`src/rtl/pipelined_csel_adder_pkg.sv`:
```
// Shared constants and helpers for the pipelined carry-select adder.
//   OP_ADD / OP_SUB : encodings of the 'sub' operand-conditioning bit
//   chunk_w()       : slice width for a given operand width and stage count
package adder_pkg;

    localparam logic OP_ADD = 1'b0;
    localparam logic OP_SUB = 1'b1;

    // Guarded so an illegal STAGES value still elaborates far enough
    // to reach the parameter check in the top level.
    function automatic int chunk_w(input int width, input int stages);
        return (stages > 0) ? width / stages : width;
    endfunction

endpackage

```
`src/rtl/pipelined_csel_adder_if.sv`:
```
// Operand/result handshake bundle for pipelined_csel_adder.
//   in_valid/in_ready   : operand transfer (a, b, cin, sub)
//   out_valid/out_ready : result transfer (sum, cout, ovf)
//   master : the producer/consumer side (testbench or surrounding datapath)
//   slave  : the adder itself
interface pipelined_csel_adder_if #(
    parameter int WIDTH = 8
);
    logic             in_valid;
    logic             in_ready;
    logic [WIDTH-1:0] a;
    logic [WIDTH-1:0] b;
    logic             cin;
    logic             sub;
    logic             out_valid;
    logic             out_ready;
    logic [WIDTH-1:0] sum;
    logic             cout;
    logic             ovf;

    modport master (
        output in_valid, a, b, cin, sub, out_ready,
        input  in_ready, out_valid, sum, cout, ovf
    );

    modport slave (
        input  in_valid, a, b, cin, sub, out_ready,
        output in_ready, out_valid, sum, cout, ovf
    );
endinterface

```
`src/rtl/pipelined_csel_adder_slice.sv`:
```
// One carry-select slice (combinational).
//   a, b     : CHUNK-bit operand slices (b already conditioned for subtract)
//   c_in     : carry from the previous slice (registered upstream)
//   s        : CHUNK-bit slice sum
//   c_out    : carry out of the slice MSB
//   c_msb_in : carry into the slice MSB, used for signed overflow on the top slice
module csel_slice #(
    parameter int CHUNK = 4
) (
    input  logic [CHUNK-1:0] a,
    input  logic [CHUNK-1:0] b,
    input  logic             c_in,
    output logic [CHUNK-1:0] s,
    output logic             c_out,
    output logic             c_msb_in
);
    logic [CHUNK:0] sum_c0;
    logic [CHUNK:0] sum_c1;

    // Both carry-in hypotheses are evaluated up front so only the mux
    // sits behind the registered incoming carry.
    assign sum_c0 = {1'b0, a} + {1'b0, b};
    assign sum_c1 = {1'b0, a} + {1'b0, b} + {{CHUNK{1'b0}}, 1'b1};

    assign {c_out, s} = c_in ? sum_c1 : sum_c0;

    // Sum bit = a ^ b ^ carry_in, so the carry into the MSB falls out directly.
    assign c_msb_in = a[CHUNK-1] ^ b[CHUNK-1] ^ s[CHUNK-1];
endmodule

```
`src/rtl/pipelined_csel_adder.sv`:
```
// Pipelined carry-select adder/subtractor with valid/ready on both sides.
// Operands are cut into STAGES slices of WIDTH/STAGES bits; stage k resolves
// slice k using the carry registered by stage k-1. Throughput 1 op/cycle,
// latency STAGES cycles, full backpressure.
//   clk, rst : rising-edge clock, synchronous active-high reset
//   bus      : pipelined_csel_adder_if slave (in_*, a, b, cin, sub, out_*, sum, cout, ovf)
module pipelined_csel_adder
    import adder_pkg::*;
#(
    parameter int WIDTH  = 8,
    parameter int STAGES = 2
) (
    input  logic                   clk,
    input  logic                   rst,
    pipelined_csel_adder_if.slave  bus
);
    localparam int               CHUNK      = chunk_w(WIDTH, STAGES);
    localparam int               LAST       = STAGES - 1;
    localparam logic [WIDTH-1:0] SLICE_MASK = {WIDTH{1'b1}} >> (WIDTH - CHUNK);

    if ((STAGES < 1) || ((WIDTH % STAGES) != 0)) begin : g_bad_params
        $error("pipelined_csel_adder: WIDTH (%0d) must be a multiple of STAGES (%0d >= 1)",
               WIDTH, STAGES);
    end

    // Stage registers: valid, partially resolved result, slice carry,
    // carry into the slice MSB, and the operands still to be consumed.
    logic             vld_p [STAGES];
    logic [WIDTH-1:0] res_p [STAGES];
    logic             cy_p  [STAGES];
    logic             cm_p  [STAGES];
    logic [WIDTH-1:0] a_p   [STAGES];
    logic [WIDTH-1:0] b_p   [STAGES];

    // Per-stage inputs and slice results.
    logic             vin    [STAGES];
    logic [WIDTH-1:0] a_in   [STAGES];
    logic [WIDTH-1:0] b_in   [STAGES];
    logic             c_in   [STAGES];
    logic [WIDTH-1:0] res_nx [STAGES];
    logic [CHUNK-1:0] s_w    [STAGES];
    logic             co_w   [STAGES];
    logic             cm_w   [STAGES];
    logic             rdy    [STAGES+1];

    // A stage can load when it is empty or its content moves on this edge.
    always_comb begin
        rdy[STAGES] = bus.out_ready;
        for (int k = STAGES - 1; k >= 0; k--) begin
            rdy[k] = !vld_p[k] || rdy[k+1];
        end
    end

    for (genvar k = 0; k < STAGES; k++) begin : g_stage
        logic [WIDTH-1:0] base;

        if (k == 0) begin : g_head
            // Subtraction folds into the add: a + ~b + ~cin.
            assign vin[k]  = bus.in_valid;
            assign a_in[k] = bus.a;
            assign b_in[k] = (bus.sub == OP_SUB) ? ~bus.b : bus.b;
            assign c_in[k] = bus.cin ^ bus.sub;
            assign base    = '0;
        end else begin : g_body
            assign vin[k]  = vld_p[k-1];
            assign a_in[k] = a_p[k-1];
            assign b_in[k] = b_p[k-1];
            assign c_in[k] = cy_p[k-1];
            assign base    = res_p[k-1];
        end

        csel_slice #(.CHUNK(CHUNK)) u_slice (
            .a        (a_in[k][k*CHUNK +: CHUNK]),
            .b        (b_in[k][k*CHUNK +: CHUNK]),
            .c_in     (c_in[k]),
            .s        (s_w[k]),
            .c_out    (co_w[k]),
            .c_msb_in (cm_w[k])
        );

        // Splice this slice's sum into the bits resolved so far.
        assign res_nx[k] = (base & ~(SLICE_MASK << (k * CHUNK)))
                         | ({{(WIDTH-CHUNK){1'b0}}, s_w[k]} << (k * CHUNK));
    end

    // ---- stage boundary: stage k captures slice k result ----
    always_ff @(posedge clk) begin
        if (rst) begin
            for (int k = 0; k < STAGES; k++) begin
                vld_p[k] <= 1'b0;
                res_p[k] <= '0;
                cy_p[k]  <= 1'b0;
                cm_p[k]  <= 1'b0;
                a_p[k]   <= '0;
                b_p[k]   <= '0;
            end
        end else begin
            for (int k = 0; k < STAGES; k++) begin
                if (rdy[k]) begin
                    vld_p[k] <= vin[k];
                    // Data only moves with a real op so a bubble never
                    // disturbs the result held downstream.
                    if (vin[k]) begin
                        res_p[k] <= res_nx[k];
                        cy_p[k]  <= co_w[k];
                        cm_p[k]  <= cm_w[k];
                        a_p[k]   <= a_in[k];
                        b_p[k]   <= b_in[k];
                    end
                end
            end
        end
    end

    assign bus.in_ready  = rdy[0];
    assign bus.out_valid = vld_p[LAST];
    assign bus.sum       = res_p[LAST];
    assign bus.cout      = cy_p[LAST];
    assign bus.ovf       = cm_p[LAST] ^ cy_p[LAST];
endmodule

```
`src/flat_wrapper.sv`:
```
// flat-port wrapper written by rule: the top's interface ports become plain ports
module pipelined_csel_adder_flat import adder_pkg::*;
#(
    parameter int WIDTH  = 8,
    parameter int STAGES = 2
)
  (clk, rst, bus_in_valid, bus_a, bus_b, bus_cin, bus_sub, bus_out_ready, bus_in_ready, bus_out_valid, bus_sum, bus_cout, bus_ovf);
  pipelined_csel_adder_if #(.WIDTH(WIDTH)) bus_i ();
  input  logic clk;
  input  logic rst;
  input wire logic [$bits(bus_i.in_valid)-1:0] bus_in_valid;
  input wire logic [$bits(bus_i.a)-1:0] bus_a;
  input wire logic [$bits(bus_i.b)-1:0] bus_b;
  input wire logic [$bits(bus_i.cin)-1:0] bus_cin;
  input wire logic [$bits(bus_i.sub)-1:0] bus_sub;
  input wire logic [$bits(bus_i.out_ready)-1:0] bus_out_ready;
  output wire logic [$bits(bus_i.in_ready)-1:0] bus_in_ready;
  output wire logic [$bits(bus_i.out_valid)-1:0] bus_out_valid;
  output wire logic [$bits(bus_i.sum)-1:0] bus_sum;
  output wire logic [$bits(bus_i.cout)-1:0] bus_cout;
  output wire logic [$bits(bus_i.ovf)-1:0] bus_ovf;
  assign bus_i.in_valid = bus_in_valid;
  assign bus_i.a = bus_a;
  assign bus_i.b = bus_b;
  assign bus_i.cin = bus_cin;
  assign bus_i.sub = bus_sub;
  assign bus_i.out_ready = bus_out_ready;
  assign bus_in_ready = bus_i.in_ready;
  assign bus_out_valid = bus_i.out_valid;
  assign bus_sum = bus_i.sum;
  assign bus_cout = bus_i.cout;
  assign bus_ovf = bus_i.ovf;
  pipelined_csel_adder #(.WIDTH(WIDTH), .STAGES(STAGES)) u_core (.clk(clk), .rst(rst), .bus(bus_i));
endmodule
```
`config.mk`:
```
export PLATFORM = sky130hd
export DESIGN_NAME = pipelined_csel_adder_flat
export DESIGN_NICKNAME = d
export VERILOG_FILES = /design/src/rtl/pipelined_csel_adder_pkg.sv /design/src/rtl/pipelined_csel_adder_if.sv /design/src/rtl/pipelined_csel_adder_slice.sv /design/src/rtl/pipelined_csel_adder.sv /design/src/flat_wrapper.sv
export SDC_FILE = /design/constraint.sdc
export NUM_CORES = 1
export LEC_CHECK = 0
export CELL_PAD_IN_SITES_DETAIL_PLACEMENT = 1
export CELL_PAD_IN_SITES_GLOBAL_PLACEMENT = 2
export CORE_ASPECT_RATIO = 0.8
export CORE_MARGIN = 2
export CORE_UTILIZATION = 34
export CTS_CLUSTER_SIZE = 16
export DETAILED_ROUTE_END_ITERATION = 10
export PLACE_DENSITY_LB_ADDON = 0.12
export SYNTH_ARGS = -nofsm -noshare
export SYNTH_HDL_FRONTEND = slang
export SYNTH_SLANG_ARGS = --single-unit
```
`constraint.sdc`:
```
create_clock -name clk -period 4.8 [get_ports clk]
set_clock_uncertainty 0.05 [all_clocks]
set_input_delay 0.96 -clock clk [delete_from_list [all_inputs] [get_ports clk]]
set_output_delay 0.96 -clock clk [all_outputs]
set_load 0.1 [all_outputs]
```
==> qor.yml, run 1 <==
cp-start-kind: "input pin"
worstHoldStart: "u_core.res_p[0][3]"
post-route-period-util_pct: 70.26
port_buffers: 33
num_rows: 21
crit_path_max_fanout: 9
crit_chain: "clkdlybuf4s50_1 > xor2_1 > ha_1 > fa_1 > ha_1 > nand3_1 > nor3_2 > xor2_1 > nor2_1"
detail-route-antenna-nets: 0
drc: 0
fin_ws_ns: 1.427
place_hpwl_um: 2201
grt_overflow: 0
use_met3_pct: 1.719
ir_drop_uv: 108.8
initial_utilization_pct: 35.52
area_growth_pct: 28.92
required_ns: 4.75
status: "finished clean"
netlist_area_mm2: 0.001484
syn_nets: 164
drive_gt1_share_pct: 5.488
n_fill_cell: 463
grt_start_max_net_pins: 16
arrival_ns: 3.32
rsz0062_at_grt: "no"
critical_path_buf_inv_count: 1
dp_slack_ns: 1.111
comb_power_share_pct: 35.6
busiest_layer: "met2"
clockBufferDepth: 2
grtUsageMet2_pct: 20.69
antenna_cells: 0
hold_buffers: 0
power_leakage_nw: 0.7724
first_pass_iters: 3
syn_avg_cell_area_um2: 11.41
worstRegToRegCells: 10
p_int_mw: 0.4016
cts_tree: "yes"
htreeDepth: 1
met1_usage_pct: 13.62
hold_violations: 0
drtIter0Drc: 24
end_kind: "flip-flop"
hold_path_depth: 1
antenna_found_initial: 0
setup_viol: 0
final_common_cell: "clkdlybuf4s50_1"
startpoint: "bus_sub"
fmax_mhz: 296.5
ys_seq_area_share_pct: 50.59
core_mm2: 0.004178
ys_seq_elements: 25
syn_inst: 130
path_class: "in2reg"
power_switching_mw: 0.2083
nets: 199
cp_slowest_cell: "clkdlybuf4s50_1"
hold_class: "reg2reg"
vias_per_cell: 4.561
drv_slew: 0
wl_per_cell_um: 11.80
post_cts_resized: 0
die_w_um: 77.86
drv_cap: 0
cts_made_buffers: 3
switching_share_pct: 34.15
slew_headroom_pct: 35.09
clock_sinks: 25
cts.clk_slew.worst_paths_ns: 0.08
ys_types: 29
clockRootBuffer: "clkbuf_8"
r2r_start: "u_core.b_p[0][4]"
p_seq_share_pct: 45.0
period_needed_ns: 3.373
dieArea_mm2: 0.004912
p_clk_share_pct: 19.5
final_cell_mix: "32 x clkdlybuf4s50_1, 25 x edfxtp_1, 20 x nor2_1"
grt_pass1_vias: 1048
grt_pass1_wl_um: 4519
cp_num_cells: 9
clkLatencyLatePin_ns: 0.26
wirelength_um: 2607
dieHeight_um: 63.09
io_pins: 34
critPathMaxStageDelay_ns: 0.67
cts.repair_timing.setup_buffer_count: 0
tns_ns: 0
worstMarginPinSlew_ns: 0.9707
grt_use_total_pct: 11.57
power-per-cell-area_mw_per_mm2: 318.8
place_congestion: 0.7486
ys_warn_count: 0
critPathTopFamily: "adder cells"
vias: 1008
-- power by group through the flow --
stage,clock [mW],sequential [mW],combinational [mW]
floorplan,0,0.339,0.101
global placement,0,0.278,0.213
detailed placement,0,0.280,0.220
CTS,0.126,0.275,0.220
global route,0.136,0.277,0.236
finish,0.119,0.274,0.217
-- routing by layer --
layer,share of wire [%],vias to the layer above,wire length (um)
li1,-,519,-
met1,47,460,1215
met2,48,27,1262
met3,3.9,2,102
met4,1.0,0,27
met5,0,-,0
-- cells in the mapped netlist (all sizes together) --
| cell | instances | area share [%] |
|---|---|---|
| edfxtp | 25 | 51 |
| nor2 | 20 | 5.1 |
| ha | 10 | 8.4 |
| xnor2 | 10 | 5.9 |
| xor2 | 10 | 6.9 |
| and3 | 9 | 3.8 |
| inv | 7 | 1.8 |
| a21oi | 6 | 2.0 |
| nand2 | 5 | 1.3 |
| nand2b | 4 | 1.7 |
| nand3 | 3 | 1.0 |
| nor3 | 3 | 1.3 |
| a211oi | 2 | 1.0 |
| clkbuf | 2 | 0.51 |
| fa | 2 | 2.7 |
| or2 | 2 | 0.84 |
| a21o | 1 | 0.51 |
| a221oi | 1 | 0.59 |
| and3b | 1 | 0.67 |
| buf | 1 | 0.51 |
| mux2i | 1 | 0.67 |
| nand4 | 1 | 0.42 |
| nor2b | 1 | 0.42 |
| nor3b | 1 | 0.51 |
| o21ai | 1 | 0.34 |
| o21bai | 1 | 0.51 |
-- worst paths after layout --
kind | slack, ns | end
worst min register to register | 0.51 | u_core.res_p[0][11]
worst max-delay path | 1.43 | u_core.cy_p[0][0]
worst max register to register | 2.36 | u_core.cy_p[0][1]
worst min-delay path | 0.51 | u_core.res_p[0][11]
-- through the flow --
stage | area [um^2] | power, mW | hold slack, ns | utilization, % | std cells
floorplan | 1484 | 0.4399 | 0.4703 | - | 130
global placement | 1868 | 0.4916 | 0.4844 | 44.71 | 217
detailed placement | 1868 | 0.4992 | 0.4902 | 44.71 | 217
CTS | 1913 | 0.6213 | 0.5106 | 45.79 | 221
global route | 1913 | 0.6490 | 0.5187 | 45.79 | 221
finish | 1913 | 0.6098 | 0.5059 | 45.79 | 221
-- sequential cells by signal (all words and copies together) (netlist names) --
register and cells:
u_core.res_p 12, u_core.vld_p 2, u_core.b_p 4, u_core.a_p 4
u_core.cy_p 2, u_core.cm_p 1
-- worst register-to-register path, cell delays in order, from the launching register on --
cell      delay, ns
edfxtp_1       0.39
ha_1           0.23
inv_1          0.08
fa_1           0.42
inv_1          0.08
ha_1           0.17
nand3_1        0.09
a211oi_1       0.19
o21ai_1        0.10
a221oi_1       0.29
a211oi_1       0.08
-- logic make-up (layout without fill, tap and decap cells) --
family | count (synthesis) | after routing | share of synthesized area (%)
and+or+nand+nor | 50 | 50 | 17.03
adders and majority gates | 12 | 12 | 11.13
AOI/OAI and AO/OA | 12 | 12 | 4.975
xor gates and xnor gates | 20 | 20 | 12.82
muxes | 1 | 1 | 0.6746
buffers and inverters | 10 | 44 | 2.783
DFF | 25 | 25 | 50.59
-- cell type report --
cell class | count | area, um^2 | area share (%)
sequential | 25 | 750.7 | 39.24
multi-input combinational | 95 | 691.9 | 36.17
timing repair buffer | 33 | 327.8 | 17.14
tap | 57 | 71.32 | 3.728
clock buffer | 4 | 45.04 | 2.354
inverter | 7 | 26.28 | 1.373
Power figures use the tool's default switching activity.
==> run 2: changes to the inputs <==
- CORE_UTILIZATION: 34 -> 29
- clock period: 4.8 -> 2.8 ns (I/O delays scaled with it)
==> qor.yml, run 2 (synthesis results as in run 1) <==
regMostFlops: "u_core.res_p"
critical_path_buf_inv_count: 1
dieHeight_um: 67.98
io_pins: 34
nets: 207
path_class: "in2reg"
detail-route-antenna-nets: 0
ir_drop_uv: 228.6
area_growth_pct: 33.14
cts.clk_slew.worst_paths_ns: 0.10
port_buffers: 33
drv_slew: 0
cts_tree: "yes"
crit_path_max_fanout: 3
wirelength_um: 2964
cts.repair_timing.setup_buffer_count: 0
setup_viol: 0
critPathTopFamily: "adder cells"
grt_use_total_pct: 11.19
post_cts_resized: 0
antenna_found_initial: 0
grt_pass1_wl_um: 5030
hold_buffers: 0
critPathMaxStageDelay_ns: 0.51
tns_ns: 0
core_mm2: 0.004979
final_common_cell: "edfxtp_1"
drtIter0Drc: 29
vias: 1057
htreeDepth: 1
post-route-period-util_pct: 91.06
drive_gt1_share_pct: 17.44
arrival_ns: 2.53
clkLatencyLatePin_ns: 0.27
antenna_cells: 0
largest_register_ff_count: 12
initial_utilization_pct: 29.81
dieArea_mm2: 0.005709
crit_chain: "clkdlybuf4s50_1 > xor2_1 > ha_1 > fa_1 > ha_1 > nand3_1 > nor3_2 > xor2_1 > nor2_1"
clockBufferDepth: 2
end_kind: "flip-flop"
slew_headroom_pct: 68.17
first_pass_iters: 2
rsz0062_at_grt: "no"
wl_per_cell_um: 12.67
status: "finished clean"
hold_violations: 0
cp_slowest_cell: "fa_1"
required_ns: 2.78
r2r_slack_ns: 0.38
final_cell_mix: "25 x edfxtp_1, 21 x clkdlybuf4s50_1, 20 x nor2_1"
die_w_um: 83.98
place_congestion: 0.6957
num_rows: 23
cp-start-kind: "input pin"
power-per-cell-area_mw_per_mm2: 546.0
drv_cap: 0
drc: 0
period_needed_ns: 2.550
grt_start_max_net_pins: 16
grt_overflow: 0
p_total_mw: 1.079
vias_per_cell: 4.517
clockRootBuffer: "clkbuf_8"
place_hpwl_um: 2472
clock_sinks: 25
worstMarginPinSlew_ns: 0.4774
largestRegisters: "u_core.res_p: 12 flops, u_core.a_p: 4 flops, u_core.b_p: 4 flops"
hold_class: "reg2reg"
power_leakage_nw: 0.8314
grt_pass1_vias: 1136
dp.cells: 230
cts_made_buffers: 3
fin_cells: 234
fmax_mhz: 392.2
## run 2: cell count changes in the layout (fill, tap and decap cells not counted)
cell	previous run	this run
xor2_2	2	3
buf_4	1	19
clkinvlp_4	0	1
clkdlybuf4s50_1	32	21
buf_12	0	1
clkbuf_1	1	0
xor2_1	8	7
## run 2: area by class of cell
class | count | area [um^2]
Sequential cell | 25 | 750.7
Tap cell | 62 | 77.57
Fill cell | 570 | 3003
Clock buffer | 3 | 41.29
Clock inverter | 1 | 7.507
Timing Repair Buffer | 41 | 372.9
Inverter | 7 | 26.28
Multi-Input combinational cell | 95 | 699.4
## run 2: final timing paths
kind                                    startpoint             endpoint  cells past startpoint
worst min-delay path            u_core.res_p[0][2]  u_core.res_p[0][10]                      1
worst max register to register    u_core.b_p[0][4]    u_core.cy_p[0][1]                     10
worst min register to register  u_core.res_p[0][2]  u_core.res_p[0][10]                      1
worst max-delay path                       bus_sub    u_core.cy_p[0][0]                      9
## run 2: through the flow
stage / hold WS [ns] / util [%] / area (um^2) / setup slack [ns]
6_report: 0.5072 / 39.68 / 1976 / 0.2503
5_1_grt: 0.5342 / 39.68 / 1976 / 0.08843
4_1_cts: 0.5076 / 39.68 / 1976 / 0.2106
3_5_place_dp: 0.4835 / 38.70 / 1927 / -0.07778
3_3_place_gp: 0.4931 / 38.70 / 1927 / -0.01366
2_1_floorplan: 0.4703 / - / 1491 / 0.07307
## run 2: routing by layer
layer / GRT usage, % / up-vias / wire [um]
met5: 0 / - / 0
met2: 21.20 / 20 / 1498
met4: 4.234 / 0 / 36
met1: 13.09 / 499 / 1338
li1: - / 536 / -
met3: 1.689 / 2 / 90
## run 2: power breakdown
part	internal [mW]	total, mW	leakage, nW	switching, mW
Combinational	0.140	0.386	0.538	0.246
Clock	0.101	0.222	0.0217	0.121
Sequential	0.456	0.471	0.272	0.0150
Total	0.697	1.08	0.831	0.382
